### src/rtl/fetch_unit_if.sv
// Instruction-memory request/response channel between the fetch unit (master)
// and instruction memory (slave).
interface fetch_unit_if #(
   parameter int PC_BITS   = 64,
   parameter int INSN_BITS = 32
);
   logic                 out_imem_req_valid;
   logic [PC_BITS-1:0]   out_imem_req_addr;
   logic                 in_imem_req_ready;
   logic                 in_imem_resp_valid;
   logic [INSN_BITS-1:0] in_imem_resp_insnbits;

   modport master (
      output out_imem_req_valid,
      output out_imem_req_addr,
      input  in_imem_req_ready,
      input  in_imem_resp_valid,
      input  in_imem_resp_insnbits
   );

   modport slave (
      input  out_imem_req_valid,
      input  out_imem_req_addr,
      output in_imem_req_ready,
      output in_imem_resp_valid,
      output in_imem_resp_insnbits
   );
endinterface

### src/rtl/fetch_unit.sv
// In-order fetch front end: owns the fetch PC, issues credit-limited imem requests,
// buffers responses with their PCs, delivers one per cycle, and handles redirect/HLT.
module fetch_unit #(
   parameter int                 INSN_BITS  = 32,
   parameter int                 PC_BITS    = 64,
   parameter int                 FIFO_DEPTH = 4,
   parameter logic [PC_BITS-1:0] RESET_PC   = '0
) (
   input  logic                 in_clk,
   input  logic                 in_rst,
   input  logic                 in_stall,
   input  logic                 in_redirect_valid,
   input  logic [PC_BITS-1:0]   in_redirect_pc,
   fetch_unit_if.master         imem,
   output logic [INSN_BITS-1:0] out_fetch_insnbits,
   output logic [PC_BITS-1:0]   out_fetch_pc,
   output logic                 out_fetch_done,
   output logic                 out_halted
);

   localparam int AW = $clog2(FIFO_DEPTH);
   localparam int CW = AW + 1;
   // Drop count can accumulate across back-to-back redirects, so give it headroom.
   localparam int DW = CW + 3;

   localparam logic [INSN_BITS-1:0] HLT_MASK = INSN_BITS'(32'hFFE0_001F);
   localparam logic [INSN_BITS-1:0] HLT_VAL  = INSN_BITS'(32'hD440_0000);

   logic [PC_BITS-1:0]   pc_q, pc_d;
   logic [CW-1:0]        inflight_q, inflight_d;
   logic [DW-1:0]        drop_q, drop_d;
   logic                 halted_q, halted_d;
   logic [CW-1:0]        count_q, count_d;
   logic [AW-1:0]        rd_ptr_q, rd_ptr_d;
   logic [AW-1:0]        wr_ptr_q, wr_ptr_d;
   logic [AW-1:0]        pcq_rd_q, pcq_rd_d;
   logic [AW-1:0]        pcq_wr_q, pcq_wr_d;
   logic                 done_q, done_d;
   logic [INSN_BITS-1:0] insn_q, insn_d;
   logic [PC_BITS-1:0]   opc_q, opc_d;

   logic [INSN_BITS-1:0] fifo_insn_q [FIFO_DEPTH];
   logic [PC_BITS-1:0]   fifo_pc_q   [FIFO_DEPTH];
   logic [PC_BITS-1:0]   pcq_q       [FIFO_DEPTH];

   logic credit_ok;
   logic req_valid;
   logic req_fire;
   logic resp;
   logic resp_drop;
   logic resp_keep;
   logic push;
   logic pop;
   logic empty;
   logic is_hlt;
   logic unused_redirect_lsb;

   assign unused_redirect_lsb = ^in_redirect_pc[1:0];

   assign credit_ok = ({1'b0, count_q} + {1'b0, inflight_q}) < (CW + 1)'(FIFO_DEPTH);
   assign req_valid = !halted_q && !in_redirect_valid && credit_ok;
   assign req_fire  = req_valid && imem.in_imem_req_ready;

   // Dropped responses belong to requests issued before the last redirect, so they
   // never touch the inflight count or the PC queue.
   assign resp      = imem.in_imem_resp_valid;
   assign resp_drop = resp && (drop_q != '0);
   assign resp_keep = resp && (drop_q == '0);
   assign empty     = (count_q == '0);
   assign push      = resp_keep && !in_redirect_valid;
   assign pop       = !in_stall && !empty && !in_redirect_valid;
   assign is_hlt    = (imem.in_imem_resp_insnbits & HLT_MASK) == HLT_VAL;

   assign imem.out_imem_req_valid = req_valid;
   assign imem.out_imem_req_addr  = pc_q;

   assign out_fetch_insnbits = insn_q;
   assign out_fetch_pc       = opc_q;
   assign out_fetch_done     = done_q;
   assign out_halted         = halted_q;

   always_comb begin
      pc_d       = pc_q;
      inflight_d = inflight_q;
      drop_d     = drop_q;
      halted_d   = halted_q;
      count_d    = count_q;
      rd_ptr_d   = rd_ptr_q;
      wr_ptr_d   = wr_ptr_q;
      pcq_rd_d   = pcq_rd_q;
      pcq_wr_d   = pcq_wr_q;
      done_d     = pop;
      insn_d     = insn_q;
      opc_d      = opc_q;

      if (pop) begin
         insn_d = fifo_insn_q[rd_ptr_q];
         opc_d  = fifo_pc_q[rd_ptr_q];
      end

      if (in_redirect_valid) begin
         pc_d       = {in_redirect_pc[PC_BITS-1:2], 2'b00};
         drop_d     = drop_q + DW'(inflight_q) - DW'(resp);
         inflight_d = '0;
         halted_d   = 1'b0;
         count_d    = '0;
         rd_ptr_d   = '0;
         wr_ptr_d   = '0;
         pcq_rd_d   = '0;
         pcq_wr_d   = '0;
      end else begin
         if (req_fire)
            pc_d = pc_q + PC_BITS'(4);
         inflight_d = inflight_q + CW'(req_fire) - CW'(resp_keep);
         drop_d     = drop_q - DW'(resp_drop);
         if (push && is_hlt)
            halted_d = 1'b1;
         count_d  = count_q + CW'(push) - CW'(pop);
         rd_ptr_d = rd_ptr_q + AW'(pop);
         wr_ptr_d = wr_ptr_q + AW'(push);
         pcq_rd_d = pcq_rd_q + AW'(resp_keep);
         pcq_wr_d = pcq_wr_q + AW'(req_fire);
      end
   end

   always_ff @(posedge in_clk) begin
      if (in_rst) begin
         pc_q       <= RESET_PC;
         inflight_q <= '0;
         drop_q     <= '0;
         halted_q   <= 1'b0;
         count_q    <= '0;
         rd_ptr_q   <= '0;
         wr_ptr_q   <= '0;
         pcq_rd_q   <= '0;
         pcq_wr_q   <= '0;
         done_q     <= 1'b0;
         insn_q     <= '0;
         opc_q      <= '0;
      end else begin
         pc_q       <= pc_d;
         inflight_q <= inflight_d;
         drop_q     <= drop_d;
         halted_q   <= halted_d;
         count_q    <= count_d;
         rd_ptr_q   <= rd_ptr_d;
         wr_ptr_q   <= wr_ptr_d;
         pcq_rd_q   <= pcq_rd_d;
         pcq_wr_q   <= pcq_wr_d;
         done_q     <= done_d;
         insn_q     <= insn_d;
         opc_q      <= opc_d;
      end
   end

   // Storage arrays carry no reset; validity is tracked entirely by the pointers.
   always_ff @(posedge in_clk) begin
      if (push) begin
         fifo_insn_q[wr_ptr_q] <= imem.in_imem_resp_insnbits;
         fifo_pc_q[wr_ptr_q]   <= pcq_q[pcq_rd_q];
      end
      if (req_fire)
         pcq_q[pcq_wr_q] <= pc_q;
   end

   a_resp_expected: assert property (@(posedge in_clk) disable iff (in_rst)
      !(imem.in_imem_resp_valid && (inflight_q == '0) && (drop_q == '0)));

   a_count_bound: assert property (@(posedge in_clk) disable iff (in_rst)
      count_q <= CW'(FIFO_DEPTH));

endmodule
### src/flat_wrapper.sv
// flat-port wrapper written by rule: the top's interface ports become plain ports
module fetch_unit_flat 
#(
   parameter int                 INSN_BITS  = 32,
   parameter int                 PC_BITS    = 64,
   parameter int                 FIFO_DEPTH = 4,
   parameter logic [PC_BITS-1:0] RESET_PC   = '0
)
  (in_clk, in_rst, in_stall, in_redirect_valid, in_redirect_pc, out_fetch_insnbits, out_fetch_pc, out_fetch_done, out_halted, imem_out_imem_req_valid, imem_out_imem_req_addr, imem_in_imem_req_ready, imem_in_imem_resp_valid, imem_in_imem_resp_insnbits);
  fetch_unit_if #(.PC_BITS(PC_BITS), .INSN_BITS(INSN_BITS)) imem_i ();
  input  logic in_clk;
  input  logic in_rst;
  input  logic in_stall;
  input  logic in_redirect_valid;
  input  logic [PC_BITS-1:0] in_redirect_pc;
  output logic [INSN_BITS-1:0] out_fetch_insnbits;
  output logic [PC_BITS-1:0] out_fetch_pc;
  output logic out_fetch_done;
  output logic out_halted;
  output wire logic [$bits(imem_i.out_imem_req_valid)-1:0] imem_out_imem_req_valid;
  output wire logic [$bits(imem_i.out_imem_req_addr)-1:0] imem_out_imem_req_addr;
  input wire logic [$bits(imem_i.in_imem_req_ready)-1:0] imem_in_imem_req_ready;
  input wire logic [$bits(imem_i.in_imem_resp_valid)-1:0] imem_in_imem_resp_valid;
  input wire logic [$bits(imem_i.in_imem_resp_insnbits)-1:0] imem_in_imem_resp_insnbits;
  assign imem_out_imem_req_valid = imem_i.out_imem_req_valid;
  assign imem_out_imem_req_addr = imem_i.out_imem_req_addr;
  assign imem_i.in_imem_req_ready = imem_in_imem_req_ready;
  assign imem_i.in_imem_resp_valid = imem_in_imem_resp_valid;
  assign imem_i.in_imem_resp_insnbits = imem_in_imem_resp_insnbits;
  fetch_unit #(.INSN_BITS(INSN_BITS), .PC_BITS(PC_BITS), .FIFO_DEPTH(FIFO_DEPTH), .RESET_PC(RESET_PC)) u_core (.in_clk(in_clk), .in_rst(in_rst), .in_stall(in_stall), .in_redirect_valid(in_redirect_valid), .in_redirect_pc(in_redirect_pc), .imem(imem_i), .out_fetch_insnbits(out_fetch_insnbits), .out_fetch_pc(out_fetch_pc), .out_fetch_done(out_fetch_done), .out_halted(out_halted));
endmodule
### config.mk
export PLATFORM = sky130hd
export DESIGN_NAME = fetch_unit_flat
export DESIGN_NICKNAME = d
export VERILOG_FILES = /design/src/rtl/fetch_unit_if.sv /design/src/rtl/fetch_unit.sv /design/src/flat_wrapper.sv
export SDC_FILE = /design/constraint.sdc
export NUM_CORES = 1
export LEC_CHECK = 0
export ABC_AREA = 1
export BUFFER_PORTS_ARGS = -buffer_cell sky130_fd_sc_hd__buf_2
export CAP_MARGIN = 10
export CORE_UTILIZATION = 55
export CTS_CLUSTER_DIAMETER = 50
export CTS_CLUSTER_SIZE = 30
export DETAILED_ROUTE_END_ITERATION = 12
export GPL_TIMING_DRIVEN = 0
export PLACE_DENSITY_LB_ADDON = 0.25
export SYNTH_ARGS = -nofsm -noshare
export SYNTH_HDL_FRONTEND = slang
export SYNTH_SLANG_ARGS = --single-unit
### constraint.sdc
create_clock -name in_clk -period 24.5 [get_ports in_clk]
set_input_delay 1.225 -clock in_clk [delete_from_list [all_inputs] [get_ports in_clk]]
set_output_delay 1.225 -clock in_clk [all_outputs]
set_load 0.01 [all_outputs]
# Yosys cells after proc, flatten, opt, wreduce, memory -nomap -nowiden
# Memory sizes are Yosys's and may differ from the RTL's. A register that Yosys moved wholly into a read port is not among the register bits.
# Cells that the tools add are included.
# op_classes
n_addsub	13
mul	0
n_div	0
order_cmp	1
eq_ne	1
shift	0
mux	8
bitwise_logic	0
reduce_logical	18
# ops
cell	count
$mux W64	2
$add A64 B3 Y64 const B	1
$eq A16 B16 Y1 const B	1
$sub A6 B1 Y6	2
$logic_and A1 B1 Y1	9
$add A2 B1 Y2	4
$add A3 B1 Y3	2
$add A6 B3 Y6	1
$logic_not A6 Y1	1
$mux W6	1
$reduce_bool A6 Y1	1
$sub A3 B1 Y3	2
$add A3 B3 Y4	1
$logic_not A1 Y1	4
$lt A4 B3 Y1 const B	1
$mux W1	4
$logic_not A3 Y1	1
$mux W2	1
$reduce_bool A2 Y1	1
$reduce_or A2 Y1	1
# totals
reg_bits	86
latch_bits	0
mem_bits_rw	640
romBits	0
in_bits	102
out_inout_bits	163
wordCells	55
mem_count	3
# mem_list
memory	depth	width	rd	rd_ports_with_merged_regs	write_ports	line	text
u_core.fifo_pc_q	4	64	1	1	1	fetch_unit.sv:43	logic [PC_BITS-1:0] fifo_pc_q [FIFO_DEPTH];
u_core.pcq_q	4	64	1	1	1	fetch_unit.sv:44	logic [PC_BITS-1:0] pcq_q [FIFO_DEPTH];
u_core.fifo_insn_q	4	32	1	1	1	fetch_unit.sv:42	logic [INSN_BITS-1:0] fifo_insn_q [FIFO_DEPTH];

# Depth between registers and ports, before layout
# depth
ltp_word	6
depth_mapped	13
mapped_depth_nobuf	11

# Least setup slack after synthesis
# No wires, ideal clock.
# synth_timing
kind	input-to-reg
start	input imem_in_imem_resp_valid
end	memory u_core.fifo_insn_q[2][0], enable pin
arrival_time_ps	7894
required_time_ps	23837
setup_slack_ps	15943
cell_stages	4
path_cell_list	inv_1 > nor2_1 > nand2_1 > nor3_1
# synth_between
elab_chain_cells	4
# synth_rtl
element	line	text
start: declaration	flat_wrapper.sv:23	input wire logic [$bits(imem_i.in_imem_resp_valid)-1:0] imem_in_imem_resp_valid;
$logic_and A1 B1 Y1	fetch_unit.sv:68	assign resp_keep = resp && (drop_q == '0);
$logic_and A1 B1 Y1	fetch_unit.sv:70	assign push = resp_keep && !in_redirect_valid;
$mux W1	fetch_unit.sv:158	if (push) begin
$mux W1 (implied by the code)	fetch_unit.sv:159	fifo_insn_q[wr_ptr_q] <= imem.in_imem_resp_insnbits;
end: declaration	fetch_unit.sv:42	
# Every way passes these cells.

# Worst setup path after layout
# layout_timing
start	input in_redirect_valid
end	register u_core.count_q[1]
# layout_between
elab_cells_between_ends	6
cone_classes	2 x add/sub; 4 x reduce/logical
# layout_lines
element	line	text
start: declaration	flat_wrapper.sv:14	input logic in_redirect_valid;
$logic_not A1 Y1	fetch_unit.sv:71	assign pop = !in_stall && !empty && !in_redirect_valid;
$logic_and A1 B1 Y1	fetch_unit.sv:71	
net u_core.done_d	fetch_unit.sv:38	logic done_q, done_d;
$sub A3 B1 Y3	fetch_unit.sv:118	count_d = count_q + CW'(push) - CW'(pop);
end signal: assignment	fetch_unit.sv:145	count_q <= count_d;
end: declaration	fetch_unit.sv:33	logic [CW-1:0] count_q, count_d;
# The timed path passes the listed nets, and every way through them passes these cells.
# A chain may end at the register's enable or synchronous reset.

==> results_dict.tcl <==
set metrics [dict create \
    status "finished clean" \
    worst_path_most_repeated_cell "buf_2" \
    p_int_mw 2.26 \
    cts_resized 0 \
    crit_path_start "in_redirect_valid" \
    maxSlewViolCount 0 \
    p_per_area_nw_per_um2 80.3 \
    drtAntennaViolNets 0 \
    grt_usage_pct 29.8 \
    dieArea_sq_um 59900 \
    avgRoutedWirePerCell_um 21.6 \
    synth_cells 2955 \
    clock_latency_ns 0.62 \
    cts_buffers 68 \
    drtIter0Drc 2442 \
    ctsHoldBuffers 0 \
    post-route-drc-count 0 \
    syn2layout_area_growth_pct 16.8 \
    criticalPathCategory "primary input to flop" \
    slew_headroom_pct 34.1 \
    gr-total-overflow 0 \
    yosysTopAreaCell "edfxtp_1" \
    finalHoldViolations 0 \
    ys_seq_area_share_pct 68.8 \
    fin_crit_sh_pct 14.4 \
    endpoint "u_core.count_q[1]" \
    required_ns 24.98 \
    rows 88 \
    clkTransAtPathRegs_ns 0.07 \
    max_cap_viol_count 0 \
    dr.pass1.iters 8 \
    post_synth_num_cell_types 41 \
    r2r-end "u_core.pcq_q[2][48]" \
    path_cells "buf_2, nor3_4, buf_2, buf_2, ha_1, inv_1, ha_1, fa_1, inv_1, nor2_1" \
    syn_area_per_cell_sq_um 11.0 \
    setup_viol 0 \
    hold_ws_ns 0.515 \
    clock-root-buffer "clkbuf_16" \
    switchingPower_mw 0.784 \
    r2r_cells 11 \
    wl_um 89700 \
    peakVddDrop_v 0.0000724 \
    first_global_vias 23000 \
    place_hpwl_um 62700 \
    die_x_um 245 \
    p_leak_nw 14.1 \
    worst_pin_slew_ns 0.983 \
    grt_pass1_wl_um 134000 \
    fin_nets 3466 \
    finalClockSkew_ns 0.0300 \
    critPathSlowestCell "nor3_4" \
    gp_congestion 0.939 \
    synth_area_sq_um 32400 \
    vias 23900 \
    dp.cells 4033 \
    cp-end-kind "flop" \
    final.setup.tns_ns 0 \
    pin_count 265 \
    share_seq_of_total_power_pct 51.7 \
    cp_max_fo 11 \
    clock_path_buffers 3 \
    htree_levels 3 \
    min_period_ns 3.53 \
    pwr-share-clk_pct 38.6 \
    hp-class "flop to flop" \
    cts_tree "done" \
    fmax_mhz 283 \
    start_util_pct 55.9 \
    ys_warn_count 0 \
    cts_setup_buffers 0 \
    layout-drive-gt1-share_pct 16.1 \
    die_h_um 245 \
    synth_edf_count 624 \
    ys.flop_type "edfxtp_1" \
    core-area_sq_um 58000 \
    fin_cells 4159 \
    power_frac_comb_pct 9.7 \
    port_buffers 258 \
    antenna_found_initial 2 \
    cts.sink_count 802 \
    synthTopCellsByArea "edfxtp_1 (58%), dfxtp_1 (11%), nor2_1 (7.3%)" \
    routed_via_density 5.75 \
    synth_top_area_share_pct 57.8 \
    rsz0062_at_grt "no" \
    start_kind "primary input" \
    rr_startpoint "u_core.count_q[1]" \
    critPathArrivalTime_ns 4.01 \
    grt_max_degree 29 \
    synth-seq-cells 802 \
    r2r_setup_slack_ns 21.18 \
    async_flop_share_pct 0 \
    switching_share_pct 25.8 \
    critPathMaxStageDelay_ns 0.68 \
]
[sequential cells by signal, summed over array words and instances, names as in the netlist, 3 cells and up]
signal and cells:
u_core.inflight_q 3, u_core.drop_q 6, u_core.out_fetch_insnbits 32, u_core.out_fetch_pc 62, u_core.imem.out_imem_req_addr 62, u_core.fifo_insn_q 128
u_core.fifo_pc_q 248, u_core.count_q 3, u_core.pcq_q 248
[critical path, delay by kind of cell]
| kind | cells | cell delay [ns] |
|---|---|---|
| buf+inv | 5 | 1.17 |
| fa+ha+maj | 3 | 0.87 |
| simple gates | 2 | 0.73 |
[per-stage QoR]
stage	cell area (sq um)	total power, mW	utilization [%]	setup WS [ns]
2_1_floorplan	32400	1.77	-	15.94
3_3_place_gp	34700	1.87	59.8	10.52
3_5_place_dp	35400	1.89	61.0	20.34
4_1_cts	37900	3.05	65.3	20.94
5_1_grt	37900	3.13	65.3	20.90
6_report	37900	3.04	65.3	20.97
[worst min-delay path by stage]
stage                     slack, ns                  to                from  depth (start not counted)
final                          0.51  u_core.wr_ptr_q[1]  u_core.wr_ptr_q[1]                          2
after global routing           0.57  u_core.wr_ptr_q[1]  u_core.wr_ptr_q[1]                          2
after CTS                      0.52  u_core.wr_ptr_q[1]  u_core.wr_ptr_q[1]                          2
after detailed placement       0.50  u_core.wr_ptr_q[1]  u_core.wr_ptr_q[1]                          2
after global placement         0.49  u_core.wr_ptr_q[1]  u_core.wr_ptr_q[1]                          2
after floorplan                0.48  u_core.wr_ptr_q[1]  u_core.wr_ptr_q[1]                          2
[power by group through the flow]
stage	Sequential, mW	Combinational [mW]	Clock, mW
3_5_place_dp	1.60	0.289	0
4_1_cts	1.57	0.292	1.18
2_1_floorplan	1.60	0.172	0
5_1_grt	1.58	0.324	1.23
3_3_place_gp	1.61	0.265	0
6_report	1.57	0.294	1.18
[cells by family (layout without fill, tap and decap cells)]
logic type	Yosys count	count (layout)	share of synthesized area, %
flip-flops	802	802	68.8
adder cells (fa/ha/maj)	26	26	1.07
buffers and inverters	325	759	4.09
AO/OA/AOI/OAI	684	684	11.5
XOR/XNOR	34	34	0.918
AND/OR/NAND/NOR	1083	1083	13.7
other	1	6	0.0116
[final cells by class]
| cell class | count | area [sq um] |
|---|---|---|
| timing repair buffer | 310 | 1950 |
| sequential | 802 | 22300 |
| inverter | 162 | 608 |
| clock buffer | 78 | 1890 |
| fill | 4357 | 20100 |
| tap | 765 | 957 |
| antenna | 2 | 5.00 |
| buffer | 163 | 719 |
| clock inverter | 46 | 598 |
| multi-input combinational | 1831 | 8860 |
[metal layers]
layer / vias up / GRT usage, % / wire [um]
met2: 1161 / 48.8 / 43300
met3: 163 / 3.87 / 7050
met5: - / 0 / 12
met4: 2 / 11.4 / 2850
li1: 11100 / - / -
met1: 11500 / 40.6 / 36500
[synth_stat cells, drive strengths merged (2+ instances only)]
library cell  instances
a21oi                52
a22oi                 2
a31oi               105
buf                  68
clkbuf               95
clkinv                2
dfxtp               178
edfxtp              624
fa                    3
ha                   23
inv                 160
nand2               338
nand3                65
nand4                15
nor2                647
nor3                 12
nor4                  5
o211ai                6
o21ai               441
o21bai               14
o22ai                63
xnor2                17
xor2                 17
[cell usage in the layout (no fill, tap or decap), types with 74 or more instances in the layout]
master and n:
dfxtp_1 178, edfxtp_1 624, inv_1 156, a31oi_1 105, buf_2 299, o21ai_0 433
nand2_1 317, clkbuf_16 74, clkbuf_1 97, nor2_1 628
No activity file was read; power rests on OpenSTA's default activity.
